`src/rtl/instr_fetch_unit_if.sv`:
```
// instr_fetch_unit_if: imem req/gnt/rvalid bus, instruction output handshake and redirect input.
// Signals: imem_req/imem_addr/imem_gnt/imem_rvalid/imem_rdata (memory side),
// instr_valid/instr/instr_pc/instr_ready (decode side), redirect_valid/redirect_pc/misaligned.
// master = fetch unit, slave = memory plus decode environment.
interface instr_fetch_unit_if;
  logic        imem_req;
  logic [31:0] imem_addr;
  logic        imem_gnt;
  logic        imem_rvalid;
  logic [31:0] imem_rdata;
  logic        instr_valid;
  logic [31:0] instr;
  logic [31:0] instr_pc;
  logic        instr_ready;
  logic        redirect_valid;
  logic [31:0] redirect_pc;
  logic        misaligned;
  modport master (
    output imem_req, imem_addr, instr_valid, instr, instr_pc, misaligned,
    input  imem_gnt, imem_rvalid, imem_rdata, instr_ready, redirect_valid, redirect_pc
  );
  modport slave (
    input  imem_req, imem_addr, instr_valid, instr, instr_pc, misaligned,
    output imem_gnt, imem_rvalid, imem_rdata, instr_ready, redirect_valid, redirect_pc
  );
endinterface

```
`src/rtl/instr_fetch_unit.sv`:
```
// instr_fetch_unit: PC sequencer, single-outstanding imem fetch, FIFO buffer, redirect flush.
// Ports: clk, reset (async active-high), bus (instr_fetch_unit_if.master).
module instr_fetch_unit #(
  parameter logic [31:0] RESET_PC   = 32'h0000_0000,
  parameter int          FIFO_DEPTH = 2
) (
  input logic             clk,
  input logic             reset,
  instr_fetch_unit_if.master bus
);
  localparam int AW = FIFO_DEPTH > 1 ? $clog2(FIFO_DEPTH) : 1;
  localparam int CW = $clog2(FIFO_DEPTH + 1);
  typedef enum logic [1:0] {FETCH, WAIT, DRAIN} state_t;
  state_t        state;
  logic [31:0]   fetch_pc, req_pc, target;
  logic [31:0]   fifo_pc   [FIFO_DEPTH];
  logic [31:0]   fifo_data [FIFO_DEPTH];
  logic [AW-1:0] head, tail;
  logic [CW-1:0] count;
  logic          redir, gnt_ok, push, pop;
  function automatic logic [AW-1:0] nxt(input logic [AW-1:0] p);
    return p == AW'(FIFO_DEPTH - 1) ? '0 : p + 1'b1;
  endfunction
  assign redir           = bus.redirect_valid;
  assign target          = {bus.redirect_pc[31:2], 2'b00};
  assign bus.imem_req    = state == FETCH && count < CW'(FIFO_DEPTH);
  assign bus.imem_addr   = fetch_pc;
  assign gnt_ok          = bus.imem_req && bus.imem_gnt;
  // a redirect kills both the returning word and any same-cycle pop
  assign push            = state == WAIT && bus.imem_rvalid && !redir;
  assign pop             = bus.instr_valid && bus.instr_ready && !redir;
  assign bus.instr_valid = count != '0;
  assign bus.instr       = bus.instr_valid ? fifo_data[head] : 32'h0000_0013;
  assign bus.instr_pc    = bus.instr_valid ? fifo_pc[head] : '0;
  always_ff @(posedge clk)
    if (push) begin
      fifo_pc[tail]   <= req_pc;
      fifo_data[tail] <= bus.imem_rdata;
    end
  always_ff @(posedge clk or posedge reset)
    if (reset) begin
      state          <= FETCH;
      fetch_pc       <= RESET_PC;
      req_pc         <= '0;
      head           <= '0;
      tail           <= '0;
      count          <= '0;
      bus.misaligned <= 1'b0;
    end else begin
      bus.misaligned <= redir && |bus.redirect_pc[1:0];
      if (redir) begin
        head     <= '0;
        tail     <= '0;
        count    <= '0;
        fetch_pc <= target;
      end else begin
        if (push) tail <= nxt(tail);
        if (pop) head <= nxt(head);
        count <= count + CW'(push) - CW'(pop);
      end
      case (state)
        // a grant in a redirect cycle leaves a stale response in flight: drain it
        FETCH: if (redir) state <= gnt_ok ? DRAIN : FETCH;
               else if (gnt_ok) begin
                 req_pc   <= fetch_pc;
                 fetch_pc <= fetch_pc + 32'd4;
                 state    <= WAIT;
               end
        WAIT:  if (bus.imem_rvalid) state <= FETCH;
               else if (redir) state <= DRAIN;
        DRAIN: if (bus.imem_rvalid) state <= FETCH;
        default: state <= FETCH;
      endcase
    end
endmodule
```
`src/flat_wrapper.sv`:
```
// flat-port wrapper written by rule: the top's interface ports become plain ports
module instr_fetch_unit_flat 
#(
  parameter logic [31:0] RESET_PC   = 32'h0000_0000,
  parameter int          FIFO_DEPTH = 2
)
  (clk, reset, bus_imem_req, bus_imem_addr, bus_instr_valid, bus_instr, bus_instr_pc, bus_misaligned, bus_imem_gnt, bus_imem_rvalid, bus_imem_rdata, bus_instr_ready, bus_redirect_valid, bus_redirect_pc);
  instr_fetch_unit_if bus_i ();
  input logic clk;
  input logic reset;
  output wire logic [$bits(bus_i.imem_req)-1:0] bus_imem_req;
  output wire logic [$bits(bus_i.imem_addr)-1:0] bus_imem_addr;
  output wire logic [$bits(bus_i.instr_valid)-1:0] bus_instr_valid;
  output wire logic [$bits(bus_i.instr)-1:0] bus_instr;
  output wire logic [$bits(bus_i.instr_pc)-1:0] bus_instr_pc;
  output wire logic [$bits(bus_i.misaligned)-1:0] bus_misaligned;
  input wire logic [$bits(bus_i.imem_gnt)-1:0] bus_imem_gnt;
  input wire logic [$bits(bus_i.imem_rvalid)-1:0] bus_imem_rvalid;
  input wire logic [$bits(bus_i.imem_rdata)-1:0] bus_imem_rdata;
  input wire logic [$bits(bus_i.instr_ready)-1:0] bus_instr_ready;
  input wire logic [$bits(bus_i.redirect_valid)-1:0] bus_redirect_valid;
  input wire logic [$bits(bus_i.redirect_pc)-1:0] bus_redirect_pc;
  assign bus_imem_req = bus_i.imem_req;
  assign bus_imem_addr = bus_i.imem_addr;
  assign bus_instr_valid = bus_i.instr_valid;
  assign bus_instr = bus_i.instr;
  assign bus_instr_pc = bus_i.instr_pc;
  assign bus_misaligned = bus_i.misaligned;
  assign bus_i.imem_gnt = bus_imem_gnt;
  assign bus_i.imem_rvalid = bus_imem_rvalid;
  assign bus_i.imem_rdata = bus_imem_rdata;
  assign bus_i.instr_ready = bus_instr_ready;
  assign bus_i.redirect_valid = bus_redirect_valid;
  assign bus_i.redirect_pc = bus_redirect_pc;
  instr_fetch_unit #(.RESET_PC(RESET_PC), .FIFO_DEPTH(FIFO_DEPTH)) u_core (.clk(clk), .reset(reset), .bus(bus_i));
endmodule
```
`config.mk`:
```
export PLATFORM = sky130hd
export DESIGN_NAME = instr_fetch_unit_flat
export DESIGN_NICKNAME = d
export VERILOG_FILES = /design/src/rtl/instr_fetch_unit_if.sv /design/src/rtl/instr_fetch_unit.sv /design/src/flat_wrapper.sv
export SDC_FILE = /design/constraint.sdc
export NUM_CORES = 1
export LEC_CHECK = 0
export ABC_AREA = 1
export CAP_MARGIN = 0
export CORE_MARGIN = 2
export CORE_UTILIZATION = 25
export DETAILED_ROUTE_END_ITERATION = 8
export PLACE_DENSITY = 0.5
export RECOVER_POWER = 100
export SYNTH_ARGS = -nofsm -noshare
export SYNTH_HDL_FRONTEND = slang
export SYNTH_SLANG_ARGS = --single-unit
export TNS_END_PERCENT = 10
```
`constraint.sdc`:
```
create_clock -name clk -period 7.7 [get_ports clk]
set_input_delay 1.54 -clock clk [delete_from_list [all_inputs] [get_ports clk]]
set_output_delay 1.54 -clock clk [all_outputs]
set_load 0.1 [all_outputs]
```
# ---- Yosys cells after proc, flatten, opt, wreduce, memory -nomap -nowiden
# Memory sizes are Yosys's and may differ from the RTL's.
# Cells that the tools add are included.
dict set report classes {
  n_eq_ne 5
  magnitude_cmp 1
  n_mux 22
  n_reduce_logical 15
  n_addsub 5
  n_bitwise 1
}
# operator count
set ops {}
lappend ops {{two-way mux 32 bit} 6}
lappend ops {{adder 32 x 3 -> 32 bit (second input constant)} 1}
lappend ops {{two-way mux 2 bit} 7}
lappend ops {{two-way mux 1 bit} 8}
lappend ops {{logical AND 1 bit} 7}
lappend ops {{case mux 2 bit (3 select lines)} 1}
lappend ops {{AND reduction 3 bit} 2}
lappend ops {{nonzero test 2 bit} 3}
lappend ops {{inequality test 3 x 2 -> 1 bit (second input constant)} 1}
lappend ops {{inequality test 3 bit (second input constant)} 1}
lappend ops {{adder 1 bit (second input constant)} 2}
lappend ops {{adder 2 x 1 -> 2 bit} 1}
lappend ops {{== test 2 x 1 -> 1 bit (second input constant)} 1}
lappend ops {{== test 2 bit (second input constant)} 1}
lappend ops {{logical NOT 2 bit} 1}
lappend ops {{< comparator 2 bit (second input constant)} 1}
lappend ops {{inequality test 2 bit (second input constant)} 1}
lappend ops {{OR reduction 2 bit} 1}
lappend ops {{subtractor 2 x 1 -> 2 bit} 1}
lappend ops {{logical NOT 1 bit} 1}
lappend ops {{inverter 1 bit} 1}
dict set report totals {
  n_memories 2
  out_inout_bits 99
  register_bits 71
  input_bits 70
  wordCells 58
  mem_bits_rw 128
}
# memory depth word_bits read_ports rd_ports_with_merged_regs write_ports line_no
set memory_table {}
lappend memory_table {u_core.fifo_data 2 32 1 0 1 instr_fetch_unit.sv:17} ;# logic [31:0] fifo_data [FIFO_DEPTH];
lappend memory_table {u_core.fifo_pc 2 32 1 0 1 instr_fetch_unit.sv:16} ;# logic [31:0] fifo_pc [FIFO_DEPTH];

# ---- Depth between registers and ports, before layout
# Gate-level depths: netlist of the first run.
dict set report logic_depth {
  word_depth 6
  ltp_mapped 9
}

# ---- Worst setup path after synthesis of the first run
# No wires, ideal clock.
dict set report synth_timing {
  path_type {input-to-reg}
  start {input port bus_redirect_valid}
  end {memory u_core.fifo_data[1][0] (enable)}
  cell_stages 5
  arrival_time_ns 4.862
  path_slack_ns 2.351
  setup_time_ns 0.486
  path_cell_list {buf_4 > inv_2 > buf_1 > nand2_1 > nor2_1}
}
dict set report synth_between {
  elab_chain_len 4
}
# element line_no
set synth_lines {}
lappend synth_lines {{from (decl)} flat_wrapper.sv:21} ;# input wire logic [$bits(bus_i.redirect_valid)-1:0] bus_redirect_valid;
lappend synth_lines {{logical NOT 1 bit} instr_fetch_unit.sv:30} ;# assign push = state == WAIT && bus.imem_rvalid && !redir;
lappend synth_lines {{logical AND 1 bit} instr_fetch_unit.sv:30}
lappend synth_lines {{two-way mux 1 bit} instr_fetch_unit.sv:36} ;# if (push) begin
lappend synth_lines {{two-way mux 1 bit (not written as such)} instr_fetch_unit.sv:38} ;# fifo_data[tail] <= bus.imem_rdata;
lappend synth_lines {{to (decl)} instr_fetch_unit.sv:17}
# Every way passes these cells.

# ---- Worst setup path after layout of the first run
dict set report layout_timing {
  start {input port bus_redirect_valid}
  end {register u_core.fetch_pc[23], in the netlist u_core.bus.imem_addr[23]}
}
dict set report layout_between {
  elab_chain_len 4
}
# element line_no
set layout_lines {}
lappend layout_lines {{two-way mux 32 bit} instr_fetch_unit.sv:51} ;# if (redir) begin
lappend layout_lines {{two-way mux 32 bit} instr_fetch_unit.sv:64} ;# else if (gnt_ok) begin
lappend layout_lines {{two-way mux 32 bit} instr_fetch_unit.sv:63} ;# FETCH: if (redir) state <= gnt_ok ? DRAIN : FETCH;
lappend layout_lines {{two-way mux 32 bit (*)} instr_fetch_unit.sv:61} ;# case (state)
lappend layout_lines {{to (signal assigned)} instr_fetch_unit.sv:55} ;# fetch_pc <= target;
lappend layout_lines {{to (signal assigned)} instr_fetch_unit.sv:66} ;# fetch_pc <= fetch_pc + 32'd4;
lappend layout_lines {{to (decl)} instr_fetch_unit.sv:15} ;# logic [31:0] fetch_pc, req_pc, target;
# Mark *: on every way between the ends. The rest lies on a longest branch, timed or not.
# A chain may end at the register's enable or synchronous reset.

==> impl_metrics.tcl, run 1 <==
set metrics [dict create \
    status "finished, violations left" \
    violations "capacitance limit, slew limit" \
    cts_resized 0 \
    relSlewSlack_pct -63.9 \
    worst_setup_path_start_kind "input port" \
    yosys_warnings 0 \
    layout_worst_path_cycle_share_pct 74.5 \
    hold_buffers 0 \
    drt-met1-wl_mm 11.4 \
    max_cap_violations 4 \
    netlist_area_um2 8560 \
    cts_tree "yes" \
    fmax_mhz 174 \
    skew_ns 0.0122 \
    ys.flop_type "edfxtp_1" \
    holdPathStages 0 \
    yosys-top-cells-count "298 x nand2_1, 128 x edfxtp_1, 86 x nor2_1" \
    drt_pass1_iterations 4 \
    die_area_um2 35700 \
    end_kind "register" \
    grt_pass1_vias 6098 \
    grt-ovfl-total 0 \
    num_vias 6139 \
    yosys-top-cells-area "edfxtp_1 45%, dfrtp_1 21%, nand2_1 13%" \
    synth_cell_types 34 \
    worstReg2RegStart "u_core.state[0]" \
    gp_congestion 0.757 \
    drt_wl_total_mm 22.6 \
    routed_via_density 4.18 \
    rsz0062_at_grt "false" \
    core_um2 33600 \
    r2r_cells 7 \
    route.detailed.drc 0 \
    post-route-util_pct 33.4 \
    synthMuxAreaShare_pct 0.351 \
    hold_viol 0 \
    netlist_instances 850 \
    worstSetupPathType "in2reg" \
    synth_top_family_by_area "simple AND/OR/NAND/NOR gates" \
    drtIter0Drc 325 \
    min_from "u_core.req_pc[8]" \
    r2r-end "u_core.bus.imem_addr[20]" \
    yosysMostFrequentCell "nand2_1" \
    hold_slack_ns 0.477 \
    crit_arrival_ns 6.06 \
    final_nets 1080 \
    tightest_slew_ns 2.46 \
    grt_first_pass_wirelength_mm 35.8 \
    cpPeakStageDelay_ns 1.74 \
    synth_top_area_share_pct 44.9 \
    synth_compound_area_share_pct 7.12 \
    crit_top_cell "clkbuf_1" \
    rows 67 \
    vdd_drop_max_uv 280 \
    synth_edf_count 128 \
    setup_viol 0 \
    highest_layer "met5" \
    grtUsageTotal_pct 13.0 \
    initial_core_util_pct 25.5 \
    wl_met3_mm 1.13 \
    dp_hpwl_mm 14.7 \
    numCtsBuffers 17 \
    avgSynthCellArea_um2 10.1 \
    htreeDepth 4 \
    port_buffers 168 \
    cp.required_ns 8.02 \
    yosysSeqAreaShare_pct 65.7 \
    postCtsSetupRepairBufs 0 \
    avgRoutedWirePerCell_um 15.4 \
    finalSetupTns_ns 0 \
    finalPower_mw 3.63 \
    rrSetupSlack_ns 4.55 \
    clk_pin_slew_worst_paths_ns 0.07 \
    hold_path.class "reg2reg" \
    drt.antenna.violating_nets 0 \
    ioPinCount 169 \
    yosys.area.top_type "edfxtp_1" \
    antenna_found_initial 1 \
    die_width_um 189 \
    clk_latency_ns 0.43 \
    synth-simple-area-share_pct 21.5 \
    crit_chain "buf_2 > clkbuf_1 > clkinv_1 > clkbuf_1 > nand3_2 > buf_4 > o211ai_1 > nand2_1 > nor2_1" \
    drive_gt1_share_pct 5.88 \
    min_to "u_core.fifo_pc[0][8]" \
    cp_slowest_cell "clkbuf_1" \
    path_max_fanout 49 \
    antennaDiodeCount 0 \
    synthXorXnorAreaFrac_pct 1.02 \
    p_per_area_nw_per_um2 323 \
    clockBufferDepth 2 \
    synth-seq-cells 199 \
    layout_min_cycle_time_ns 5.74 \
    dr_wl_met2_mm 9.79 \
    cts.sinks 199 \
    syn_nets 923 \
    area_growth_pct 31.3 \
    slew_violations 179 \
    async_reset_ff_share_pct 35.7 \
    grt_max_degree 71 \
    die_h_um 189 \
    p_leak_nw 4.51 \
    yosys.area_share.adder_pct 0.439 \
    cts_root_buf "clkbuf_16" \
]
worst max-delay path: cells and delay by family:
kind                   cells  cell delay, ns
buffers and inverters      5            3.31
and+or+nand+nor            3            0.99
AOI/OAI and AO/OA          1            0.17
cells in the final DEF (no fill, tap or decap), types with 2 or more instances in the layout:
cell and instances:
xnor2_1 3, buf_4 6, dlygate4sd3_1 132, clkdlybuf4s50_1 35, nor2_1 83, o211ai_1 11, or2_2 2, a21oi_1 74
ha_1 3, nor2_4 9, dfrtp_1 70, nand3_1 24, clkbuf_16 19, mux2i_1 3, nand3_2 5, xor2_1 7
nand2_1 298, a31oi_1 4, clkinv_2 2, clkinv_1 3, clkinv_4 2, inv_6 3, o21ai_0 25, inv_2 2
edfxtp_1 128, nor3_1 12, nor2_2 2, inv_1 36, clkbuf_1 5
cells by family (layout without fill, tap and decap cells):
kind of cell,after synthesis,after routing
muxes,3,3
xor gates and xnor gates,10,10
adders and majority gates,3,3
DFF,199,199
AOI/OAI and AO/OA,115,115
buffers and inverters,79,249
and+or+nand+nor,441,441
report_power, final:
group          total [mW]  switching, mW  internal, mW  leakage (nW)
Sequential           1.50          0.169          1.34          2.03
Combinational        1.28           1.00         0.273          2.21
Clock               0.851          0.394         0.457         0.274
Total                3.63           1.56          2.07          4.51
cell type report:
class / instances / area (um2)
Clock buffer: 22 / 490
Clock inverter: 10 / 68.8
Fill cell: 3411 / 22400
Inverter: 39 / 146
Multi-Input combinational cell: 572 / 2610
Sequential cell: 199 / 5620
Tap cell: 448 / 561
Timing Repair Buffer: 178 / 1740
sequential cells by signal, summed over array words and instances, names as in the netlist:
signal,cells
u_core.req_pc,32
u_core.state,2
u_core.bus.misaligned,1
u_core.fifo_data,64
u_core.tail,1
u_core.head,1
u_core.bus.imem_addr,32
u_core.fifo_pc,64
u_core.count,2
per-stage QoR:
step / instances / setup WS [ns] / area, um2
3_5_place_dp: 1436 / 3.38 / 10700
4_1_cts: 1468 / 2.89 / 11300
6_report: 1468 / 1.96 / 11200
5_1_grt: 1468 / 1.41 / 11200
2_1_floorplan: 850 / 2.35 / 8560
3_3_place_gp: 1436 / 3.41 / 10700
worst max-delay path by stage:
stage / start / endpoint / slack [ns] / cells past startpoint
6_report: bus_redirect_valid / u_core.bus.imem_addr[23] / 1.96 / 9
5_1_grt: bus_redirect_valid / u_core.bus.imem_addr[30] / 1.41 / 9
4_1_cts: u_core.head / bus_instr_pc[22] / 2.89 / 5
3_5_place_dp: u_core.head / bus_instr_pc[22] / 3.38 / 5
3_3_place_gp: u_core.head / bus_instr_pc[22] / 3.41 / 5
2_1_floorplan: bus_redirect_valid / u_core.fifo_data[1][0] / 2.35 / 5
routing by layer:
layer | global-route usage [%] | vias up
met5 | 0 | -
met4 | 3.58 | 2
met3 | 3.23 | 16
met2 | 19.2 | 140
met1 | 18.8 | 2842
li1 | - | 3139
No activity file was read; power rests on OpenSTA's default activity.
==> run 2, diff against run 1 <==
--- a/config.mk
+++ b/config.mk
@@ -10,7 +10,7 @@
 export CORE_MARGIN = 2
 export CORE_UTILIZATION = 25
 export DETAILED_ROUTE_END_ITERATION = 8
-export PLACE_DENSITY = 0.5
+export PLACE_DENSITY = 0.51
 export RECOVER_POWER = 100
 export SYNTH_ARGS = -nofsm -noshare
 export SYNTH_HDL_FRONTEND = slang
==> constraint.sdc (replaced) <==
create_clock -name clk -period 5.2 [get_ports clk]
set_input_delay 1.04 -clock clk [delete_from_list [all_inputs] [get_ports clk]]
set_output_delay 1.04 -clock clk [all_outputs]
set_load 0.1 [all_outputs]
==> run 2 against run 1 <==
The flow still finishes with violations (capacitance limit, slew limit). Sequential share of layout area is 0.10 points lower. Final area up 0.20%. Sequential cell count stayed put. First-iteration DRC count up 27%. Critical endpoint is now u_core.bus.imem_addr[11]. Utilization is 0.067 points higher.
==> impl_metrics.tcl, run 2 (same netlist as run 1, synthesis figures left out) <==
set metrics [dict create \
    fillerInstances 3421 \
    crit_chain "clkbuf_1 > inv_1 > nand3_1 > clkbuf_1 > nor2_1 > nand2_1 > o211ai_1" \
    worst_setup_path_start_kind "input port" \
    swShare_pct 43.3 \
    intPower_mw 3.06 \
    die_width_um 189 \
    tightest_slew_ns 1.81 \
    antenna_found_initial 0 \
    crit_arrival_ns 4.46 \
    layout_min_cycle_time_ns 4.15 \
    cpLargestDelayFamily "buffers and inverters" \
    worst-path-buf-inv 3 \
    path_max_fanout 41 \
    dp_hpwl_mm 15.6 \
    mostFrequentLayoutCell "nand2_1" \
    grt_pass1_vias 6192 \
    post-route-util_pct 33.5 \
    vdd_drop_max_uv 315 \
    hold_viol 0 \
    status "finished, violations left" \
    layout_worst_path_cycle_share_pct 79.8 \
    max_cap_violations 3 \
    grtUsageTotal_pct 13.1 \
    grt_max_degree 65 \
    top_regs "u_core.fifo_data: 64 flops, u_core.fifo_pc: 64 flops" \
    fin_area_um2 11300 \
    routed_via_density 4.30 \
    cts_resized 0 \
    drive_gt1_share_pct 5.87 \
    postCtsSetupRepairBufs 0 \
    setup_viol 0 \
    core_um2 33600 \
    p_comb_share_pct 35.0 \
    crit_top_cell "clkbuf_1" \
    grt-ovfl-total 0 \
    worstSetupPathType "in2reg" \
    cp.required_ns 5.50 \
    ioPinCount 169 \
    cp_slowest_cell "nand3_1" \
    grt_first_pass_wirelength_mm 36.2 \
    finalSetupTns_ns 0 \
    p_sw_mw 2.34 \
    clk_latency_ns 0.42 \
    dpl_worst_slack_ns 1.63 \
    die_area_um2 35700 \
    drt_wl_total_mm 23.0 \
    drt_pass1_iterations 5 \
    skew_ns 0.0135 \
    rsz0062_at_grt "false" \
    placed_area_um2 10800 \
    antennaDiodeCount 0 \
    rows 67 \
    power_frac_clock_pct 23.7 \
    drtIter0Drc 414 \
    route.detailed.drc 0 \
    violations "capacitance limit, slew limit" \
    final_nets 1082 \
    clk_pin_slew_worst_paths_ns 0.08 \
    fmax_mhz 241 \
    cpPeakStageDelay_ns 1.15 \
    htreeDepth 4 \
    die_h_um 189 \
    cts_tree "yes" \
    p_seq_share_pct 41.3 \
    end_kind "register" \
    drt.antenna.violating_nets 0 \
    area_growth_pct 31.6 \
    slew_violations 151 \
    num_vias 6316 \
    cts_root_buf "clkbuf_16" \
    hold_path.class "reg2reg" \
    final.setup.worst_slack_ns 1.05 \
    hold_buffers 0 \
    numCtsBuffers 17 \
    port_buffers 168 \
    cts.sinks 199 \
    initial_core_util_pct 25.5 \
    p_per_area_nw_per_um2 479 \
    avgRoutedWirePerCell_um 15.7 \
    gp_congestion 0.805 \
    final_cell_mix "298 x nand2_1, 132 x dlygate4sd3_1, 128 x edfxtp_1" \
    hold_slack_ns 0.494 \
    p_leak_nw 4.53 \
    relSlewSlack_pct -20.8 \
    clockBufferDepth 2 \
]
==> run 2: cell types whose count changed in the layout (fill, tap and decap cells not counted), sizes merged <==
cell           previous run  this run
bufinv                    0         1
clkinvlp                  1         2
inv                      41        44
clkdlybuf4s50            35        34
clkbuf                   26        24
==> run 2: power groups by stage <==
| stage | registers [mW] | clock network (mW) | logic, mW |
|---|---|---|---|
| final | 2.23 | 1.28 | 1.89 |
| after global routing | 2.27 | 1.39 | 2.02 |
| after CTS | 2.24 | 1.33 | 1.98 |
| after detailed placement | 2.27 | 0 | 1.97 |
| after global placement | 2.25 | 0 | 1.97 |
| after floorplan | 2.64 | 0 | 1.02 |
==> run 2: final timing paths <==
kind / to / start / depth (start not counted) / slack [ns]
setup reg to reg: u_core.bus.imem_addr[4] / u_core.state[1] / 5 / 2.00
min in group asynchronous: u_core.req_pc[28] / reset / 2 / 1.63
max in group asynchronous: u_core.head / reset / 3 / 1.93
hold / removal: u_core.fifo_pc[0][3] / u_core.req_pc[3] / 0 / 0.49
hold reg to reg: u_core.fifo_pc[0][3] / u_core.req_pc[3] / 0 / 0.49
setup / recovery: u_core.bus.imem_addr[11] / bus_redirect_valid / 7 / 1.05
==> run 2: metal layers <==
layer	track usage, %	wire length (um)	vias up
li1	-	-	3140
met4	3.22	241	0
met5	0	0	-
met3	2.52	866	12
met2	19.7	10300	146
met1	19.4	11600	3018
==> run 2: layout make-up <==
type | instances | area (um2) | area share, %
clock buffer | 17 | 425 | 3.78
clock inverter | 15 | 145 | 1.29
inverter | 39 | 146 | 1.30
multi-input combinational | 572 | 2590 | 23.0
sequential | 199 | 5620 | 49.9
tap | 448 | 561 | 4.98
timing repair buffer | 180 | 1770 | 15.7
==> run 2: worst reg2reg max path, stage by stage (launching register included) <==
cell and delay [ns]:
dfrtp_1 0.47, nor3_4 0.23, nand3_1 1.15, clkbuf_1 0.80, a21oi_1 0.30, a31oi_1 0.06
==> run 2: per-stage QoR <==
step | power [mW] | cells
finish | 5.40 | 1470
global route | 5.69 | 1470
CTS | 5.55 | 1470
detailed placement | 4.25 | 1438
global placement | 4.22 | 1438
floorplan | 3.65 | 850
==> run 3, diff against run 2 <==
==> constraint.sdc (replaced) <==
create_clock -name clk -period 3.4 [get_ports clk]
set_input_delay 0.68 -clock clk [delete_from_list [all_inputs] [get_ports clk]]
set_output_delay 0.68 -clock clk [all_outputs]
set_load 0.1 [all_outputs]
==> run 3 against run 2 <==
The flow still finishes with violations (capacitance limit, slew limit). Sequential power increased by 52%. Wire length decreased by 0.36%. Cell count increased by 0.20%. Clock power increased by 61%. Die area unchanged. Register-to-register slack got worse by 1.4 ns. Combinational power increased by 50%. Global-route usage decreased by 0.19 points. Clock skew increased by 0.0014 ns. Non-clock buffer count increased by 2. First-iteration DRC count decreased by 20%. Critical path depth decreased by 3.
==> impl_metrics.tcl, run 3 (same netlist as run 1, synthesis figures left out) <==
set metrics [dict create \
    status "finished, violations left" \
    violations "capacitance limit, slew limit" \
    path_max_fanout 43 \
    setup_viol 0 \
    gp_congestion 0.806 \
    clockBufferDepth 2 \
    p_leak_nw 4.45 \
    placed_area_um2 11300 \
    die_width_um 189 \
    vdd_drop_max_uv 351 \
    numCtsBuffers 17 \
    dpl_worst_slack_ns 0.665 \
    ioPinCount 169 \
    final_cell_count_no_fill 1473 \
    cts_root_buf "clkbuf_16" \
    hold_slack_ns 0.471 \
    grt-ovfl-total 0 \
    clk_pin_slew_worst_paths_ns 0.07 \
    post-route-util_pct 32.8 \
    postCtsSetupRepairBufs 0 \
    dp_hpwl_mm 15.3 \
    worst_setup_path_start_kind "register" \
    finalSetupTns_ns 0 \
    grt_max_degree 85 \
    htreeDepth 4 \
    fin_area_um2 11000 \
    port_buffers 168 \
    placed_cells 1440 \
    crit_arrival_ns 2.43 \
    tightest_slew_ns 1.62 \
    hold_viol 0 \
    initial_core_util_pct 25.5 \
    final_cell_mix "298 x nand2_1, 128 x edfxtp_1, 84 x nor2_1" \
    grtUsageTotal_pct 12.9 \
    relSlewSlack_pct -7.77 \
    p_per_area_nw_per_um2 750 \
    cts.sinks 199 \
    drt_wl_total_mm 22.9 \
    rows 67 \
    route.detailed.drc 0 \
    die_h_um 189 \
    max_cap_violations 2 \
    slew_violations 130 \
    layout_min_cycle_time_ns 3.11 \
    rsz0062_at_grt "false" \
    num_vias 6260 \
    final.setup.worst_slack_ns 0.293 \
    skew_ns 0.0148 \
    core_um2 33600 \
    hold_path.class "reg2reg" \
    die_area_um2 35700 \
    cts_resized 0 \
    antenna_found_initial 0 \
    avgRoutedWirePerCell_um 15.6 \
    grt_first_pass_wirelength_mm 35.6 \
    mostFrequentLayoutCell "nand2_1" \
    drt_pass1_iterations 4 \
    top_regs "u_core.fifo_data: 64 flops, u_core.fifo_pc: 64 flops" \
    cp.required_ns 2.72 \
    worstSetupPathType "reg2out" \
    cts_tree "yes" \
    clk_latency_ns 0.43 \
    finalPower_mw 8.28 \
    grt_pass1_vias 6289 \
    drtIter0Drc 333 \
    area_growth_pct 28.9 \
    drive_gt1_share_pct 12.3 \
    drt.antenna.violating_nets 0 \
    hold_buffers 0 \
    fmax_mhz 322 \
    final_nets 1084 \
    layout_worst_path_cycle_share_pct 91.4 \
    end_kind "output port" \
    routed_via_density 4.25 \
]
[run 3: cell types whose count changed in the layout (fill, tap and decap cells not counted), moves of 3 or more]
cell,before,now
dlygate4sd3_1,132,37
dlymetal6s2s_1,0,3
clkbuf_1,6,37
buf_12,2,16
clkinv_4,4,1
clkbuf_2,1,48
[run 3: worst max-delay path, cell delays in order, from the launching register on]
cell	delay (ns)
dfrtp_2	0.63
buf_4	0.52
nand2_1	0.10
a21oi_1	0.19
clkbuf_2	0.51
[run 3: power breakdown]
group	internal [mW]	switching, mW	leakage, nW	total [mW]
Combinational	0.543	2.29	2.12	2.83
Sequential	3.02	0.362	2.03	3.39
Clock	1.14	0.917	0.300	2.06
Total	4.71	3.57	4.45	8.28
[run 3: cell type report]
cell class                      count  area [um2]
Clock buffer                       20         457
Fill cell                        3502       22600
Tap cell                          448         561
Clock inverter                     12         140
Multi-Input combinational cell    572        2610
Timing Repair Buffer              182        1500
Inverter                           39         146
Sequential cell                   199        5620
Antenna cell                        1        2.50
[run 3: routing by layer]
| layer | track usage [%] | part of all wire [%] | vias up | wire (um) |
|---|---|---|---|---|
| met5 | 0 | 0 | - | 0 |
| met2 | 20.0 | 45 | 135 | 10200 |
| met1 | 18.3 | 50 | 2962 | 11400 |
| li1 | - | - | 3144 | - |
| met4 | 3.70 | 1.3 | 0 | 293 |
| met3 | 2.71 | 4.4 | 19 | 1010 |
[run 3: final timing paths]
path | from | to | slack [ns] | cells after the start
min | u_core.req_pc[14] | u_core.fifo_pc[0][14] | 0.47 | 0
max in group asynchronous | reset | u_core.bus.imem_addr[10] | 0.89 | 3
max reg2reg | u_core.state[0] | u_core.bus.imem_addr[7] | 0.62 | 6
min reg2reg | u_core.req_pc[14] | u_core.fifo_pc[0][14] | 0.47 | 0
min in group asynchronous | reset | u_core.tail | 1.10 | 2
max | u_core.head | bus_instr_pc[12] | 0.29 | 4
